--- config.mk ---
export PLATFORM = sky130hd
export DESIGN_NAME = register_file_scoreboard
export DESIGN_NICKNAME = d
export VERILOG_FILES = /design/src/rtl/register_file_scoreboard.sv
export SDC_FILE = /design/constraint.sdc
export NUM_CORES = 2
export LEC_CHECK = 0
export ABC_AREA = 1
export BUFFER_PORTS_ARGS = -buffer_cell sky130_fd_sc_hd__buf_2
export CAP_MARGIN = 20
export CORE_AREA = 5 5 428 430
export CTS_CLUSTER_SIZE = 16
export DETAILED_ROUTE_END_ITERATION = 8
export DIE_AREA = 0 0 433 435
export PLACE_DENSITY = 0.53
export SETUP_SLACK_MARGIN = 0.3
export SKIP_CTS_REPAIR_TIMING = 1
export SLEW_MARGIN = 5
export SYNTH_ARGS = -nofsm -noshare
export SYNTH_HDL_FRONTEND = slang
export SYNTH_SLANG_ARGS = --single-unit
--- constraint.sdc ---
create_clock -name clk_i -period 2.95 [get_ports clk_i]
set_input_delay 0.59 -clock clk_i [delete_from_list [all_inputs] [get_ports clk_i]]
set_output_delay 0.59 -clock clk_i [all_outputs]
set_load 0.02 [all_outputs]
--- src/rtl/register_file_scoreboard.sv ---
// register_file_scoreboard
// Integer register file with a per-register pending-write scoreboard. Issue
// side reads two operands and receives the stall decision; write-back side
// writes results and retires pending counts.
//
// Optional feature: define RF_WB_BYPASS_EN to forward same-cycle write-back
// data to an operand whose only outstanding write is the one completing.
//
// Ports:
//   clk_i, rst_i                  clock, synchronous active-high reset
//   issue_valid_i / issue_ready_o issue handshake (ready is combinational)
//   issue_rs{1,2}_en_i, _i        operand enables and addresses
//   issue_rd_en_i, issue_rd_i     destination enable and address
//   rs{1,2}_data_o                operand data (combinational)
//   wb_valid_i, wb_rd_i, wb_data_i write-back port
//   flush_i                       clears all pending counts
//   sb_err_o                      sticky: write-back with zero pending count
module register_file_scoreboard #(
  parameter int unsigned XLEN   = 32,
  parameter int unsigned NREG   = 32,
  parameter int unsigned AW     = $clog2(NREG),
  parameter int unsigned PEND_W = 2
) (
  input  logic            clk_i,
  input  logic            rst_i,
  input  logic            issue_valid_i,
  output logic            issue_ready_o,
  input  logic            issue_rs1_en_i,
  input  logic [AW-1:0]   issue_rs1_i,
  input  logic            issue_rs2_en_i,
  input  logic [AW-1:0]   issue_rs2_i,
  input  logic            issue_rd_en_i,
  input  logic [AW-1:0]   issue_rd_i,
  output logic [XLEN-1:0] rs1_data_o,
  output logic [XLEN-1:0] rs2_data_o,
  input  logic            wb_valid_i,
  input  logic [AW-1:0]   wb_rd_i,
  input  logic [XLEN-1:0] wb_data_i,
  input  logic            flush_i,
  output logic            sb_err_o
);

  localparam logic [PEND_W-1:0] PEND_MAX = {PEND_W{1'b1}};

  logic [XLEN-1:0]   regs_q [NREG];
  logic [XLEN-1:0]   regs_d [NREG];
  logic [PEND_W-1:0] pend_q [NREG];
  logic [PEND_W-1:0] pend_d [NREG];
  logic              sb_err_q, sb_err_d;

  logic [PEND_W-1:0] rs1_pend, rs2_pend, rd_pend;
  logic              rs1_byp, rs2_byp;
  logic              rs1_ready, rs2_ready, rd_full, fire;
  logic [NREG-1:0]   inc_vec, dec_vec;

  assign rs1_pend = pend_q[issue_rs1_i];
  assign rs2_pend = pend_q[issue_rs2_i];
  assign rd_pend  = pend_q[issue_rd_i];

  // Forwarding hit: the completing write-back is the only outstanding one.
`ifdef RF_WB_BYPASS_EN
  assign rs1_byp = (issue_rs1_i != '0) && (rs1_pend == PEND_W'(1)) &&
                   wb_valid_i && (wb_rd_i == issue_rs1_i);
  assign rs2_byp = (issue_rs2_i != '0) && (rs2_pend == PEND_W'(1)) &&
                   wb_valid_i && (wb_rd_i == issue_rs2_i);
`else
  assign rs1_byp = 1'b0;
  assign rs2_byp = 1'b0;
`endif

  assign rs1_ready = !issue_rs1_en_i || (issue_rs1_i == '0) ||
                     (rs1_pend == '0) || rs1_byp;
  assign rs2_ready = !issue_rs2_en_i || (issue_rs2_i == '0) ||
                     (rs2_pend == '0) || rs2_byp;

  // A same-cycle write-back to rd frees a slot, so a full counter may still issue.
  assign rd_full = issue_rd_en_i && (issue_rd_i != '0) && (rd_pend == PEND_MAX) &&
                   !(wb_valid_i && (wb_rd_i == issue_rd_i));

  assign issue_ready_o = rs1_ready && rs2_ready && !rd_full && !flush_i;
  assign fire          = issue_valid_i && issue_ready_o;
  assign sb_err_o      = sb_err_q;

  // Operand read mux
  always_comb begin
    rs1_data_o = '0;
    rs2_data_o = '0;
    if (issue_rs1_en_i && (issue_rs1_i != '0)) begin
      if (rs1_byp)              rs1_data_o = wb_data_i;
      else if (rs1_pend == '0)  rs1_data_o = regs_q[issue_rs1_i];
    end
    if (issue_rs2_en_i && (issue_rs2_i != '0)) begin
      if (rs2_byp)              rs2_data_o = wb_data_i;
      else if (rs2_pend == '0)  rs2_data_o = regs_q[issue_rs2_i];
    end
  end

  // Per-register increment/decrement requests; register 0 never tracked
  always_comb begin
    inc_vec = '0;
    dec_vec = '0;
    for (int r = 1; r < NREG; r++) begin
      inc_vec[r] = fire && issue_rd_en_i && (issue_rd_i == AW'(r));
      dec_vec[r] = wb_valid_i && (wb_rd_i == AW'(r));
    end
  end

  // Next-state for data, counters and the error flag
  always_comb begin
    regs_d   = regs_q;
    pend_d   = pend_q;
    sb_err_d = sb_err_q;
    if (wb_valid_i && (wb_rd_i != '0)) regs_d[wb_rd_i] = wb_data_i;
    for (int r = 1; r < NREG; r++) begin
      // Underflow: hold at zero and raise the sticky flag
      if (dec_vec[r] && !inc_vec[r] && (pend_q[r] == '0)) sb_err_d = 1'b1;
      if (flush_i) begin
        pend_d[r] = '0;
      end else if (inc_vec[r] && !dec_vec[r]) begin
        pend_d[r] = pend_q[r] + PEND_W'(1);
      end else if (dec_vec[r] && !inc_vec[r] && (pend_q[r] != '0)) begin
        pend_d[r] = pend_q[r] - PEND_W'(1);
      end
    end
  end

  always_ff @(posedge clk_i) begin
    if (rst_i) begin
      for (int i = 0; i < NREG; i++) begin
        regs_q[i] <= '0;
        pend_q[i] <= '0;
      end
      sb_err_q <= 1'b0;
    end else begin
      regs_q   <= regs_d;
      pend_q   <= pend_d;
      sb_err_q <= sb_err_d;
    end
  end

endmodule
== Word level (Yosys, flattened, before mapping) ==
Cells that the tools add are included.

* Add/subtract/negate cells: 62
* $lt $le $gt $ge: 5
* Eq/ne operators: 64
* Mux-type cells: 115
* Bitwise operators: 4
* Reductions and logical operators: 373

{| class="wikitable"
|+ Operator list
! cell !! number
|-
| $bwmux W1024 || 1
|-
| $bmux W32 S5 || 2
|-
| $mux W32 || 9
|-
| $logic_and A1 B1 Y1 || 199
|-
| $demux W32 S5 || 1
|-
| $eq A5 B5 Y1 const B || 32
|-
| $mux W2 || 68
|-
| $reduce_bool A2 Y1 || 62
|-
| $eq A5 B4 Y1 const B || 16
|-
| $logic_not A1 Y1 || 67
|-
| $logic_not A2 Y1 || 33
|-
| $add A2 B1 Y2 const B || 31
|-
| $sub A2 B1 Y2 const B || 31
|-
| $eq A5 B3 Y1 const B || 8
|-
| $mux W1 || 31
|-
| $reduce_bool A31 Y1 || 1
|-
| $bmux W2 S5 || 3
|-
| $ge A6 B6 Y1 const B || 4
|-
| $not A5 Y6 || 4
|-
| $eq A5 B2 Y1 const B || 4
|-
| $reduce_bool A5 Y1 || 4
|-
| $eq A5 B1 Y1 const B || 2
|-
| $logic_not A5 Y1 || 2
|-
| $lt A6 B1 Y1 const B || 1
|-
| other kinds (4) || 7
|}

* Flip-flop bits (word level): 1087
* Input port bits: 60
* Logic and storage cells: 687

== Logic depth before layout (Yosys ltp) ==
* Depth in word-level cells: 47
* Gate-level depth with buffers: 26
* Mapped depth without buffers: 21

== Worst setup path before layout ==
Ideal clock, no wire load.

* Kind: input to output
* Start point: input issue_rs1_i[1]
* End point: output rs1_data_o[8]
* Arrival time: 3.078 ns
* Required time: 2.360 ns
* Path slack: -0.718 ns
* Stages on the path: 9
* Cell sequence: buf_4 -> buf_2 -> nor2_2 -> clkbuf_1 -> clkbuf_1 -> o21ai_0 -> o2111ai_1 -> a21oi_1 -> a2111oi_0

* Word-level cells in the longest chain between the ends: 7
* Elaborated cells on any way between the ends: 12
* Those cells by class: mux (8); bitwise (1); reduce/logical (3)

{| class="wikitable"
|+ Ends and longest elaborated chain
! item !! RTL line !! text
|-
| from (decl) || 29 || <nowiki>input logic [AW-1:0] issue_rs1_i,</nowiki>
|-
| $not A5 Y6 (implied by the code) || 56, 90 ||
|-
| $bmux W2 S5 || 56 || <nowiki>assign rs1_pend = pend_q[issue_rs1_i];</nowiki>
|-
| $mux W2 (implied by the code) (2 in series) || 56 ||
|-
| $logic_not A2 Y1 || 90 || <nowiki>else if (rs1_pend == '0) rs1_data_o = regs_q[issue_rs1_i];</nowiki>
|-
| $mux W32 || 90 ||
|-
| $mux W32 (*) || 88 || <nowiki>if (issue_rs1_en_i && (issue_rs1_i != '0)) begin</nowiki>
|-
| to (decl) || 34 || <nowiki>output logic [XLEN-1:0] rs1_data_o,</nowiki>
|}

Mark *: on every way between the ends. The rest lies on a longest branch, timed or not. The select of a mux whose other input is x is not followed.

== Worst setup path after layout ==
* Start point: input issue_rs1_i[1]
* End point: output rs1_data_o[4]

Same word-level chain as after synthesis.

==> impl_metrics.tcl <==
set metrics [dict create \
    slew_violations 0 \
    grt_overflow_total 0 \
    synthesis.area_um2 55000 \
    ys.warnings.count 0 \
    setup_slack_ns -0.721 \
    path_clk_slew_ns 0.07 \
    slowest_delay_ns 0.79 \
    area_delta_synth_final_pct 33.0 \
    grt_pass1_vias 61100 \
    reg2reg_from "pend_q[16]" \
    tritoncts "done" \
    fmax_ghz 0.272 \
    tightest_slew_ns 1.05 \
    place.gp.congestion 0.981 \
    start_util_pct 30.7 \
    synth_edf_count 0 \
    die_h_um 435 \
    finClkSkew_ns 0.0118 \
    synthTopCellsByArea "dfxtp_1, nor2_1, o21ai_0" \
    synth_top_area_cell "dfxtp_1" \
    power.leakage_nw 29.6 \
    synth_top_area_share_pct 39.5 \
    first_pass_iters 7 \
    synthCells 8149 \
    ios 126 \
    rr_worst_depth 24 \
    vias 67400 \
    clockBufferDepth 3 \
    cp_cell_sequence "buf_8 > buf_12 > buf_6 > nor2_4 > buf_12 > buf_12 > o21ai_0 > o221a_2 > o21ai_2 > a21oi_2 > nor4_4 > buf_4" \
    dp.cells 10700 \
    r2r-end "sb_err_o" \
    antenna_found_initial 36 \
    htree_levels 3 \
    p_per_area_nw_per_um2 517 \
    place_ws_ns -1.17 \
    failed_checks "negative setup slack" \
    grt_pass1_wl_um 455000 \
    dp_hpwl_um 211000 \
    die_width_um 433 \
    die-area_um2 188000 \
    setup_tns_ns -29.62 \
    post-route-period-util_pct 124 \
    via_per_inst 6.09 \
    yosysSeqAreaShare_pct 39.5 \
    cp.required_ns 2.36 \
    stdcell_count 11100 \
    ir_drop_v 0.000488 \
    crit_path_frequent_cell "buf_12" \
    power_mw 37.8 \
    drtIter0Drc 10500 \
    worst-endpoint-arrival_ns 3.08 \
    postRouteAntennaNets 0 \
    wl_um 334000 \
    slew_headroom_pct 30.0 \
    synth_flop_cell "dfxtp_1" \
    clk_latency_ns 0.75 \
    rows 156 \
    worstSetupEndpoint "rs1_data_o[4]" \
    drive_gt1_share_pct 20.2 \
    cp_slowest_cell "nor4_4" \
    cts.sinks 1087 \
    cap_violations 0 \
    setup_viol 72 \
    drc 0 \
    status "finished with violations" \
    rrSetupSlack_ns -0.13 \
    hold_violations 0 \
    rsz0062_at_grt "yes" \
    ys_async_sr_fraction_pct 0 \
    crit_type "in -> out" \
    hold_slack_ns 0.344 \
    startpoint "issue_rs1_i[1]" \
    hp-class "in -> reg" \
    core_um2 179000 \
    fin_nets 8615 \
    yosysMostFrequentCell "nor2_1" \
    path_max_fanout 8 \
    grtUsageTotal_pct 32.8 \
    postSynthAreaPerCell_um2 6.76 \
    synth.distinct_cells 51 \
    layout_min_cycle_time_ns 3.67 \
    numPortBuffers 125 \
    synthTopCellsByCount "nor2_1, o21ai_0, dfxtp_1" \
    synth.net_count 8209 \
    synth-seq-cells 1087 \
    start_kind "input pin" \
    cp-end-kind "output pin" \
    grt_max_degree 164 \
    wl_per_cell_um 30.2 \
    root_buffer "clkbuf_16" \
    cts_buffers 120 \
]
[placed cells by master, fill, tap and decap left out, types with 83 or more instances in the layout]
cell type / Yosys / final
inv_1: 306 / 284
nand3_1: 122 / 97
a21oi_1: 323 / 290
buf_12: 0 / 196
buf_4: 6 / 643
a22o_1: 92 / 92
buf_6: 3 / 101
o211ai_1: 107 / 107
nand2_1: 557 / 534
nor2_1: 2318 / 2223
o21ai_0: 1620 / 1546
dfxtp_1: 1087 / 1075
o221ai_1: 84 / 83
clkbuf_16: 0 / 144
o22ai_1: 180 / 175
[critical path, delay by kind of cell]
family                 cells  cell delay (ns)
buffers and inverters      6             0.92
and+or+nand+nor            2             0.92
AOI/OAI and AO/OA          4             0.61
[power by group]
part	switching [mW]	internal, mW
combinational	3.92	2.11
clock	7.05	9.76
sequential	0.138	14.9
total	11.1	26.7
[layout make-up]
type | count | area, um2
Fill cell | 18000 | 106000
Inverter | 336 | 1340
Sequential cell | 1087 | 21800
Multi-Input combinational cell | 5961 | 31500
Clock inverter | 53 | 812
Antenna cell | 40 | 100
Timing Repair Buffer | 1049 | 11300
Tap cell | 2370 | 2970
Clock buffer | 171 | 3510
[cells by family (layout without fill, tap and decap cells)]
| group | Yosys count | in the layout | share of synthesized area [%] |
|---|---|---|---|
| AND/OR/NAND/NOR | 3170 | 3170 | 22.6 |
| XOR/XNOR | 2 | 2 | 0.0318 |
| other | 0 | 40 | 0 |
| flip-flops | 1087 | 1087 | 39.5 |
| buffers and inverters | 1101 | 1609 | 7.67 |
| AO/OA/AOI/OAI | 2789 | 2789 | 30.1 |
[registers in the layout (all words and copies together), names as in the netlist]
name      flops
regs_q     1024
pend_q       62
sb_err_o      1
[metal layers]
metal	up-vias	track usage, %	share of wire (%)
met3	1472	7.38	12
met2	5203	49.0	42
met4	10	27.1	9.9
met1	31900	40.1	37
li1	28800	-	-
met5	-	0	0.029
[per-stage QoR]
step                area, um2  utilization, %
finish                  73200            40.8
CTS                     69400            38.7
detailed placement      65100            36.3
global route            73200            40.8
floorplan               56400               -
global placement        65100            36.3
[worst min-delay path by stage]
stage	from	to	cells past startpoint
after floorplan	regs_q[1005]	regs_q[1005]	2
after global placement	regs_q[1005]	regs_q[1005]	2
after detailed placement	regs_q[1015]	regs_q[1015]	2
after CTS	wb_data_i[10]	regs_q[10]	3
after global routing	wb_data_i[28]	regs_q[252]	3
final	wb_data_i[28]	regs_q[60]	3
No activity file was read; power rests on OpenSTA's default activity.
